==> src/rtl/gpr_write_arbiter_pkg.sv <==
// gpr_write_arbiter_pkg: shared register-file types and the write-request record
package gpr_write_arbiter_pkg;
  typedef logic [31:0] Data;
  typedef logic [4:0]  GPRAddr;
  typedef struct packed {
    GPRAddr addr;
    Data    data;
  } GprWrReq;
endpackage

==> src/rtl/gpr_wr_fifo.sv <==
// gpr_wr_fifo: synchronous FIFO of register write requests exposing every slot for hazard compares
module gpr_wr_fifo
  import gpr_write_arbiter_pkg::*;
#(
  parameter int DEPTH = 2
) (
  input  logic                  i_clock,
  input  logic                  i_reset,
  input  logic                  push,
  input  logic                  pop,
  input  GprWrReq               din,
  output logic                  full,
  output logic                  empty,
  output GprWrReq               head,
  output GprWrReq [DEPTH-1:0]   entries,
  output logic    [DEPTH-1:0]   valid
);
  localparam int AW = $clog2(DEPTH);
  logic [AW-1:0] rd_ptr, wr_ptr;
  logic [AW:0]   count;
  GprWrReq [DEPTH-1:0] mem;
  // pointer and occupancy bookkeeping; reset discards every queued entry
  always_ff @(posedge i_clock) begin
    if (!i_reset) begin
      rd_ptr <= '0;
      wr_ptr <= '0;
      count  <= '0;
    end else begin
      if (push) wr_ptr <= wr_ptr + 1'b1;
      if (pop) rd_ptr <= rd_ptr + 1'b1;
      count <= count + (AW+1)'(push) - (AW+1)'(pop);
    end
  end
  // storage needs no reset since slot validity comes from the pointers
  always_ff @(posedge i_clock) begin
    if (push) mem[wr_ptr] <= din;
  end
  for (genvar i = 0; i < DEPTH; i++) begin : g_valid
    logic [AW-1:0] off;
    assign off      = AW'(i) - rd_ptr;
    assign valid[i] = {1'b0, off} < count;
  end
  assign full    = count == (AW+1)'(DEPTH);
  assign empty   = count == '0;
  assign head    = mem[rd_ptr];
  assign entries = mem;
endmodule

==> src/rtl/gpr_write_arbiter.sv <==
// gpr_write_arbiter: shares the register-file write port between in-order write-back and long-latency units
module gpr_write_arbiter
  import gpr_write_arbiter_pkg::*;
#(
  parameter int DEPTH    = 2,
  parameter int MAX_WAIT = 4
) (
  input  logic   i_clock,
  input  logic   i_reset,
  input  logic   i_aValid,
  input  logic   i_aWrEnable,
  input  GPRAddr i_aAddr,
  input  Data    i_aData,
  input  logic   i_bValid,
  input  GPRAddr i_bAddr,
  input  Data    i_bData,
  output logic   o_bReady,
  input  GPRAddr i_rdAddr1,
  input  GPRAddr i_rdAddr2,
  output logic   o_hazard,
  output logic   o_stallReq,
  output logic   o_wr,
  output GPRAddr o_wrAddr,
  output Data    o_wrData,
  output logic   o_busy
);
  localparam int WW = $clog2(MAX_WAIT + 1);
  logic a_wr, push, pop, full, empty, head_wr;
  logic [WW-1:0] wait_cnt;
  GprWrReq head;
  GprWrReq [DEPTH-1:0] entries;
  logic [DEPTH-1:0] valid;
  gpr_wr_fifo #(.DEPTH(DEPTH)) u_fifo (
    .i_clock (i_clock),
    .i_reset (i_reset),
    .push    (push),
    .pop     (pop),
    .din     ('{addr: i_bAddr, data: i_bData}),
    .full    (full),
    .empty   (empty),
    .head    (head),
    .entries (entries),
    .valid   (valid)
  );
  assign a_wr     = i_aValid & i_aWrEnable & (i_aAddr != '0);
  assign o_bReady = !full;
  assign push     = i_bValid & !full;
  assign pop      = !empty & !a_wr;
  assign head_wr  = pop & (head.addr != '0);
  assign o_busy   = !empty;
  assign o_stallReq = wait_cnt == WW'(MAX_WAIT);
  // port A wins the write port; a drained x0 head is dropped silently
  always_comb begin
    o_wr     = a_wr | head_wr;
    o_wrAddr = a_wr ? i_aAddr : head_wr ? head.addr : '0;
    o_wrData = a_wr ? i_aData : head_wr ? head.data : '0;
  end
  // starvation counter tracks consecutive cycles the head loses to port A
  always_ff @(posedge i_clock) begin
    if (!i_reset || empty || pop) wait_cnt <= '0;
    else if (!o_stallReq) wait_cnt <= wait_cnt + 1'b1;
  end
  // decode must not read a register whose result is still queued
  always_comb begin
    o_hazard = 1'b0;
    for (int i = 0; i < DEPTH; i++)
      if (valid[i] && entries[i].addr != '0 &&
          (entries[i].addr == i_rdAddr1 || entries[i].addr == i_rdAddr2))
        o_hazard = 1'b1;
  end
endmodule

==> config.mk <==
export PLATFORM = sky130hd
export DESIGN_NAME = gpr_write_arbiter
export DESIGN_NICKNAME = d
export VERILOG_FILES = /design/src/rtl/gpr_write_arbiter_pkg.sv /design/src/rtl/gpr_wr_fifo.sv /design/src/rtl/gpr_write_arbiter.sv
export SDC_FILE = /design/constraint.sdc
export NUM_CORES = 1
export LEC_CHECK = 0
export CAP_MARGIN = 20
export CORE_MARGIN = 1
export CORE_UTILIZATION = 47
export CTS_BUF_LIST = sky130_fd_sc_hd__clkbuf_8
export CTS_CLUSTER_DIAMETER = 60
export DETAILED_ROUTE_END_ITERATION = 10
export MAX_ROUTING_LAYER = met4
export PLACE_DENSITY = 0.82
export RECOVER_POWER = 25
export SLEW_MARGIN = 20
export SYNTH_ARGS = -nofsm -noshare
export SYNTH_HDL_FRONTEND = slang
export SYNTH_SLANG_ARGS = --single-unit
==> constraint.sdc <==
create_clock -name i_clock -period 3.35 [get_ports i_clock]
set_clock_uncertainty 0.2 [all_clocks]
set_input_delay 0.67 -clock i_clock [delete_from_list [all_inputs] [get_ports i_clock]]
set_output_delay 0.67 -clock i_clock [all_outputs]
set_load 0.01 [all_outputs]
==> flow_summary.yaml, run 1 <==
worst_setup_path:
  crit_arrival_ps: 2410
  slowest_delay_ps: 440
  start_kind: "input port"
  crit_fanout: 7
  path_common_cell: "buf_12"
  critical_path_buf_inv_count: 5
  slowest_stage: "or4_4"
  cp_cell_sequence: "dlygate4sd2_1, or4_4, o21ai_4, nand4_4, buf_12, buf_12, buf_6, o21ai_2, buf_2"
  critPathRequiredTime_ps: 2480
  path_delay_family: "buffers and inverters"
  crit_type: "input port to output pin"
  endpoint_kind: "output pin"
synth:
  syn_area_per_cell_sq_um: 13.4
  synth-edff-count: 74
  synth_common_cells: "74 x edfxtp_1, 44 x nand2_1, 38 x mux2i_1, 29 x o21ai_2, 14 x xnor2_1"
  yosysWarnings: 0
  synth_nets: 379
  synth_top_area_frac: 0.579
  yosysMostFrequentCell: "edfxtp_1"
  synth_flop_cell: "edfxtp_1"
  synth_cells: 286
  synthDistinctLibCells: 32
  synth_top_area_cell: "edfxtp_1"
  netlist_top_cells_area: "edfxtp_1 58%, mux2i_1 9.9%, o21ai_2 6.6%"
  async_reset_ff_frac: 0
  synth_seq_area_share: 0.615
  netlist_area_sq_um: 3840
  ys_seq_elements: 81
clock_tree:
  cts_max_level: 3
  numCtsBuffers: 9
  clockBufferDepth: 2
  clk_pin_slew_ps: 80
  insertion_delay_ps: 340
  cts_tree: "yes"
  clk_root_buffer_cell: "clkbuf_8"
  cts_hold_buffers: 0
  clock_sinks: 81
timing:
  finalMaxSlewViolations: 0
  fin_ws_ps: 73.7
  worst_slew_pin_slew_ps: 603
  period_needed_ps: 3280
  fmax_ghz: 0.305
  setup_viol: 0
  fin_crit_sh: 0.978
  rsz0062_at_grt: "false"
  hold_viol: 0
  slew-limit-headroom: 0.597
placement:
  dp_cells: 520
  place.gp.congestion: 0.801
  dp_worst_setup_slack_ps: -497
  dpl.hpwl_mm: 6.06
  io_buffers: 130
floorplanning:
  fp.dieH_um: 92.4
  die_area_sq_um: 8540
  core_sq_um: 7810
  ioPinCount: 131
  die_w_um: 92.4
  start_util: 0.492
  num_rows: 32
cells_and_area:
  drive_gt1_frac: 0.229
  area_growth_pct: 43.6
  finalNonFillerCells: 544
  final_nets: 529
routing:
  routed_via_density: 5.10
  first_pass_iters: 4
  num_vias: 2773
  finalWirelength_mm: 8.83
  drt_iter0_drc: 115
  drc: 0
  antenna_left: 0
  wl_per_cell_um: 16.2
worst_hold_path:
  hold_path.class: "register to register"
power:
  leakagePower_uw: 0.00205
  peakVddDrop_uv: 434
  power_density_nw_per_um2: 615
global_route:
  antenna_found_initial: 0
  grt_usage: 0.225
  met3_usage: 0.0353
  grt_pass1_wl_mm: 14.0
  use_met2: 0.394
  grt_pass1_vias: 2849
  grt-busiest-layer: "met2"
  grt_overflow_total: 0
  grt_max_degree: 26
  met1_usage: 0.257
run:
  cap_violations: 0
status:
  status: "finished clean"
-- final timing paths --
kind,from,to,slack (ps),cells past startpoint
setup / recovery,i_aAddr[3],o_wrData[12],70,9
hold / removal,wait_cnt[1],wait_cnt[1],380,2
setup reg to reg,u_fifo.count[1],u_fifo.count[1],1130,11
hold reg to reg,wait_cnt[1],wait_cnt[1],380,2
-- cell families (layout without fill, tap and decap cells) --
| group | after synthesis | count (layout) | share of synthesized area |
|---|---|---|---|
| AND/OR/NAND/NOR | 70 | 70 | 0.0876 |
| flip-flops | 81 | 81 | 0.615 |
| adder cells (fa/ha/maj) | 4 | 4 | 0.0130 |
| AO/OA/AOI/OAI | 48 | 48 | 0.0974 |
| buffers and inverters | 21 | 176 | 0.0332 |
| multiplexers | 38 | 38 | 0.0990 |
| other | 0 | 1 | 0 |
| XOR/XNOR | 24 | 24 | 0.0547 |
-- power by group --
group	internal, uW	switching (uW)
registers	1270	70.6
logic	626	649
clock network	420	357
total	2320	1080
-- layer usage --
| layer | part of all wire | wire length [um] | vias to the layer above |
|---|---|---|---|
| met2 | 0.53 | 4710 | 94 |
| li1 | - | - | 1342 |
| met1 | 0.41 | 3600 | 1325 |
| met4 | 0.014 | 128 | 0 |
| met3 | 0.045 | 396 | 12 |
| met5 | 0 | 0 | - |
-- sequential cells by signal, indices dropped and copies added, names as in the netlist --
signal / count
u_fifo.wr_ptr: 1
u_fifo.count: 2
u_fifo.rd_ptr: 1
u_fifo.entries: 74
wait_cnt: 3
-- per-stage QoR --
stage | area [sq um] | setup TNS [ps] | total power (uW) | utilization | hold WS (ps)
3_3_place_gp | 5330 | -14780 | 2640 | 0.683 | 328
2_1_floorplan | 3840 | 0 | 2100 | - | 312
5_1_grt | 5510 | 0 | 3560 | 0.706 | 401
6_report | 5510 | 0 | 3390 | 0.706 | 376
3_5_place_dp | 5330 | -16970 | 2670 | 0.683 | 356
4_1_cts | 5540 | 0 | 3430 | 0.709 | 371
-- worst register-to-register path, stage by stage (launching register included) --
cell and delay (ps):
dfxtp_1 360, nor2_1 170, inv_1 130, nand2_1 180
buf_4 140, inv_1 40, ha_1 270, inv_1 40
ha_1 180, xnor2_1 140, xnor2_1 120, and2_1 160
-- final cells by class --
type | count | area (sq um)
Fill cell | 556 | 2290
Clock inverter | 7 | 93.8
Tap cell | 102 | 128
Multi-Input combinational cell | 184 | 1360
Inverter | 9 | 33.8
Clock buffer | 9 | 124
Sequential cell | 81 | 2360
Antenna cell | 1 | 2.50
Timing Repair Buffer | 151 | 1410
-- placed cells by master, fill, tap and decap left out, types with 2 or more instances in the layout --
cell             instances
nand3_1                  3
mux2i_1                 38
o22ai_1                  2
buf_6                    5
clkdlybuf4s15_1          6
o21ai_2                 29
a21oi_1                  2
xnor2_1                 14
buf_2                   17
clkdlybuf4s50_1         64
dfxtp_1                  6
ha_1                     4
nor3_1                   5
clkdlybuf4s15_2          5
clkbuf_2                 6
edfxtp_1                74
inv_1                   10
buf_4                   12
xor2_1                  10
o21ai_1                  2
bufinv_16                2
buf_12                   4
clkbuf_8                 9
and2_1                   4
nor2_1                   4
o21ai_0                  8
dlygate4sd2_1            8
dlygate4sd3_1           24
nand2_1                 44
or4_4                    2
-- repair_timing --
action / 4_1_cts / 5_1_grt
buffers inserted: 5 / 2
gates resized for setup: 120 / 11
endpoints found under the setup margin: 38 / 25
pin swaps: 5 / 4
(Power assumes the default switching activity.)
==> inputs of run 2 (changes only) <==
--- a/config.mk
+++ b/config.mk
@@ -6,7 +6,7 @@
 export NUM_CORES = 1
 export LEC_CHECK = 0
 export CAP_MARGIN = 20
-export CORE_MARGIN = 1
+export CORE_MARGIN = 2
 export CORE_UTILIZATION = 47
 export CTS_BUF_LIST = sky130_fd_sc_hd__clkbuf_8
 export CTS_CLUSTER_DIAMETER = 60
==> run 2 against run 1 <==
Die area increased by 4.4%. Critical path depth decreased by 1. Utilization decreased by 0.26 points. Total power increased by 1.2%. Cell area decreased by 0.36%. Setup slack improved by 8.2 ps. Sequential cell count unchanged. Largest cell class unchanged. Sequential share of layout area increased by 0.16 points. Clock-buffer cell count unchanged.
==> flow_summary.yaml, run 2 (same netlist as run 1, synthesis figures left out) <==
status:
  status: "finished clean"
power:
  total_power_uw: 3430
  peakVddDrop_uv: 499
  leakagePower_uw: 0.00206
  power_density_nw_per_um2: 625
worst_setup_path:
  startpoint: "i_aAddr[0]"
  start_kind: "input port"
  slowest_stage: "or4_4"
  endpoint_kind: "output pin"
  path_delay_family: "simple AND/OR/NAND/NOR gates"
  crit_fanout: 8
  cp_cell_sequence: "dlygate4sd2_1, or4_4, o21ai_4, nand4_4, buf_12, buf_8, o21ai_2, buf_2"
  critPathRequiredTime_ps: 2480
  crit_type: "input port to output pin"
  rr_startpoint: "u_fifo.count[1]"
  critical_path_buf_inv_count: 4
  slowest_delay_ps: 560
  crit_arrival_ps: 2400
timing:
  rsz0062_at_grt: "false"
  finalMaxSlewViolations: 0
  setup_viol: 0
  hold_viol: 0
  fmax_ghz: 0.306
  worst_slew_pin_slew_ps: 501
  slew-limit-headroom: 0.666
  period_needed_ps: 3270
  fin_crit_sh: 0.976
cells_and_area:
  final_nets: 527
  layout.cells.most_common_list: "74 x edfxtp_1, 61 x clkdlybuf4s50_1, 43 x nand2_1, 38 x mux2i_1, 30 x buf_2"
  area_growth_pct: 43.0
  largest_reg_flops: 74
  final_util: 0.704
  fill_cells: 574
  drive_gt1_frac: 0.230
  final_common_cell: "edfxtp_1"
clock_tree:
  clk_root_buffer_cell: "clkbuf_8"
  clk_pin_slew_ps: 80
  clock_sinks: 81
  cts_max_level: 3
  numCtsBuffers: 9
  cts_tree: "yes"
  clockBufferDepth: 2
  insertion_delay_ps: 330
routing:
  drt_iter0_drc: 89
  finalWirelength_mm: 8.55
  drc: 0
  first_pass_iters: 4
  antenna_left: 0
  num_vias: 2687
  wl_per_cell_um: 15.8
  routed_via_density: 4.96
worst_hold_path:
  hold_path.class: "register to register"
  worstHoldStart: "wait_cnt[1]"
global_route:
  grt_pass1_wl_mm: 13.5
  grt_max_degree: 38
  grt_usage: 0.208
  antenna_found_initial: 1
  grt_overflow_total: 0
  grt_pass1_vias: 2833
floorplanning:
  fp.dieH_um: 94.4
  die_area_sq_um: 8910
  core_sq_um: 7810
  num_rows: 32
  start_util: 0.492
  ioPinCount: 131
  die_w_um: 94.4
placement:
  io_buffers: 130
  dpl.hpwl_mm: 6.10
  place.gp.congestion: 0.844
run:
  cap_violations: 0
## run 2: cell types whose count changed in the layout (fill, tap and decap cells not counted), moves of 2 or more
cell	previous run	this run
dlygate4sd3_1	24	27
dlygate4sd2_1	8	10
clkbuf_2	6	1
clkdlybuf4s15_2	5	0
clkinv_1	0	2
o21ai_1	2	5
buf_12	4	6
clkdlybuf4s50_1	64	61
o21ai_0	8	5
buf_6	5	3
buf_2	17	30
buf_4	12	9
clkdlybuf4s15_1	6	1
## run 2: worst paths after layout
path	endpoint	slack [ps]	depth (start not counted)
worst min register to register	wait_cnt[1]	360	2
worst min-delay path	wait_cnt[1]	360	2
worst max register to register	u_fifo.count[1]	1220	11
worst max-delay path	o_wrData[5]	80	8
## run 2: metal layers
layer  vias up  GRT usage  part of all wire
met5         -          -                 0
met4         0     0.0616             0.011
met3         9     0.0343             0.050
met2        83      0.367              0.53
met1      1243      0.247              0.41
li1       1352          -                 -
## run 2: worst register-to-register path, stage by stage (launching register included)
cell and delay (ps):
dfxtp_1 350, nor2_1 160, inv_1 140, nand2_2 130, buf_4 120, inv_1 30
ha_1 270, inv_1 40, ha_1 180, xnor2_1 130, xnor2_1 120, and2_1 150
## run 2: what timing repair did
action | in CTS | in global routing
resized for setup | 141 | 5
hold buffers | 0 | 0
buffers inserted | 7 | 1
setup endpoints to repair | 38 | 26
pin swaps | 5 | 2
gates cloned | 0 | 0
## run 2: where the power goes
part           internal (uW)  switching (uW)  total, uW
Clock                    489             322        811
Sequential              1270            84.6       1360
Combinational            637             630       1270
## run 2: per-stage QoR
| step | setup slack [ps] | instance area, sq um | std cells | hold slack (ps) | TNS [ps] |
|---|---|---|---|---|---|
| 2_1_floorplan | 396 | 3840 | 286 | 312 | 0 |
| 3_3_place_gp | -434 | 5330 | 517 | 329 | -14060 |
| 3_5_place_dp | -461 | 5330 | 517 | 356 | -14810 |
| 4_1_cts | 37.5 | 5490 | 540 | 374 | 0 |
| 5_1_grt | 5.78 | 5490 | 542 | 410 | 0 |
| 6_report | 81.9 | 5490 | 542 | 363 | 0 |
## run 2: final cells by class
cell class | count | area, sq um | share of cell area
Sequential cell | 81 | 2360 | 0.430
Timing Repair Buffer | 149 | 1370 | 0.249
Multi-Input combinational cell | 184 | 1360 | 0.248
Tap cell | 102 | 128 | 0.0232
Clock buffer | 9 | 124 | 0.0225
Clock inverter | 7 | 110 | 0.0200
Inverter | 9 | 33.8 | 0.00615
Antenna cell | 1 | 2.50 | 0.000455
==> inputs of run 3 (changes only) <==
--- a/config.mk
+++ b/config.mk
@@ -12,8 +12,9 @@
 export CTS_CLUSTER_DIAMETER = 60
 export DETAILED_ROUTE_END_ITERATION = 10
 export MAX_ROUTING_LAYER = met4
-export PLACE_DENSITY = 0.82
+export PLACE_DENSITY = 0.88
 export RECOVER_POWER = 25
+export SKIP_LAST_GASP = 1
 export SLEW_MARGIN = 20
 export SYNTH_ARGS = -nofsm -noshare
 export SYNTH_HDL_FRONTEND = slang
==> run 3 against run 2 <==
Combinational power up 4%. First-iteration DRC count is 48% higher. Sequential power barely moved. Register-to-register slack hardly changed. Sequential cell count is the same. Routed wire length rose by 0.82%. Largest cell class unchanged. Largest power group unchanged.
==> flow_summary.yaml, run 3 (same netlist as run 1, synthesis figures left out) <==
clock_tree:
  insertion_delay_ps: 330
  cts_hold_buffers: 0
  cts_max_level: 3
  clk_root_buffer_cell: "clkbuf_8"
  clock_sinks: 81
  clk_pin_slew_ps: 70
  cts_tree: "yes"
  clockBufferDepth: 2
  numCtsBuffers: 9
global_route:
  grt_overflow_total: 0
  grt_usage: 0.205
  grt_pass1_wl_mm: 13.4
  grt_pass1_vias: 2868
  grt_max_degree: 26
  antenna_found_initial: 0
worst_hold_path:
  hold_path.class: "register to register"
routing:
  first_pass_iters: 4
  wl_per_cell_um: 15.9
  finalWirelength_mm: 8.62
  drc: 0
  routed_via_density: 5.10
  antenna_left: 0
  drt_iter0_drc: 132
  num_vias: 2764
cells_and_area:
  layout.cells.most_common_list: "74 x edfxtp_1, 62 x clkdlybuf4s50_1, 43 x nand2_1, 38 x mux2i_1, 30 x o21ai_2"
  final_nets: 529
  antenna_cells: 0
  final_util: 0.700
  largest_reg_flops: 74
  area_growth_pct: 42.2
  finalNonFillerCells: 542
  drive_gt1_frac: 0.248
  final_common_cell: "edfxtp_1"
worst_setup_path:
  endpoint_kind: "output pin"
  critPathRequiredTime_ps: 2480
  crit_fanout: 9
  crit_type: "input port to output pin"
  start_kind: "input port"
  crit_arrival_ps: 2430
floorplanning:
  num_rows: 32
  die_area_sq_um: 8910
  die_w_um: 94.4
  core_sq_um: 7810
  start_util: 0.492
  fp.dieH_um: 94.4
  ioPinCount: 131
placement:
  place.gp.congestion: 0.829
  dpl.hpwl_mm: 6.29
  dp_cells: 519
  io_buffers: 130
timing:
  worst_slew_pin_slew_ps: 530
  fmax_ghz: 0.303
  rsz0062_at_grt: "true"
  hold_slack_ps: 350
  slew-limit-headroom: 0.646
  setup_viol: 0
  fin_crit_sh: 0.985
  finalSetupTns_ps: 0
  hold_viol: 0
  period_needed_ps: 3300
  finalMaxSlewViolations: 0
power:
  peakVddDrop_uv: 310
  leakagePower_uw: 0.00206
  power_density_nw_per_um2: 606
status:
  status: "finished clean"
run:
  cap_violations: 0
[run 3: changes by cell type in the layout (fill, tap and decap cells not counted), sizes merged, moves of 2 or more]
| cell | previous run | this run |
|---|---|---|
| buf | 49 | 44 |
| bufinv | 3 | 1 |
| clkbuf | 10 | 20 |
| clkdlybuf4s15 | 1 | 4 |
| dlygate4sd2 | 10 | 4 |
| dlygate4sd3 | 27 | 25 |
[run 3: through the flow]
stage	power (uW)	worst slack, ps	instance area [sq um]
2_1_floorplan	2100	396	3840
3_3_place_gp	2630	-400	5320
3_5_place_dp	2670	-485	5320
4_1_cts	3360	-55.6	5500
5_1_grt	3490	-0.0542	5460
6_report	3310	50.4	5460
[run 3: final timing paths]
check / slack [ps] / to / start / depth (start not counted)
min: 350 / wait_cnt[1] / wait_cnt[1] / 2
max: 50 / o_wrData[20] / i_aAddr[1] / 7
max reg2reg: 1210 / u_fifo.count[1] / u_fifo.count[1] / 11
min reg2reg: 350 / wait_cnt[1] / wait_cnt[1] / 2
[run 3: timing repair]
item | in CTS | in global routing
gates resized for setup | 121 | 33
pin swaps | 1 | 5
buffers inserted | 7 | 0
gates cloned | 1 | 0
setup endpoints to repair | 38 | 21
[run 3: final cells by class]
cell class,instances,area [sq um]
repair buffers,151,1390
inverters,9,33.8
clock buffers,9,124
well taps,102,128
multi-input cells,184,1370
fillers,563,2350
flip-flops and latches,81,2360
clock inverters,6,60.1
[run 3: where the power goes]
group	switching (uW)	internal, uW	leakage [uW]
logic	671	651	0.00122
registers	59.1	1270	0.000748
clock network	323	336	0.0000925
total	1050	2260	0.00206
[run 3: worst max-delay path: stages]
cell	delay [ps]
dlygate4sd2_1	250
or4_4	510
o21ai_4	200
nand4_4	180
buf_12	200
o21ai_2	120
dlygate4sd2_1	280
[run 3: metal layers]
metal | GRT usage | up-vias | part of all wire
li1 | - | 1350 | -
met1 | 0.233 | 1318 | 0.41
met2 | 0.368 | 85 | 0.53
met3 | 0.0447 | 11 | 0.048
met4 | 0.0556 | 0 | 0.012
met5 | - | - | 0
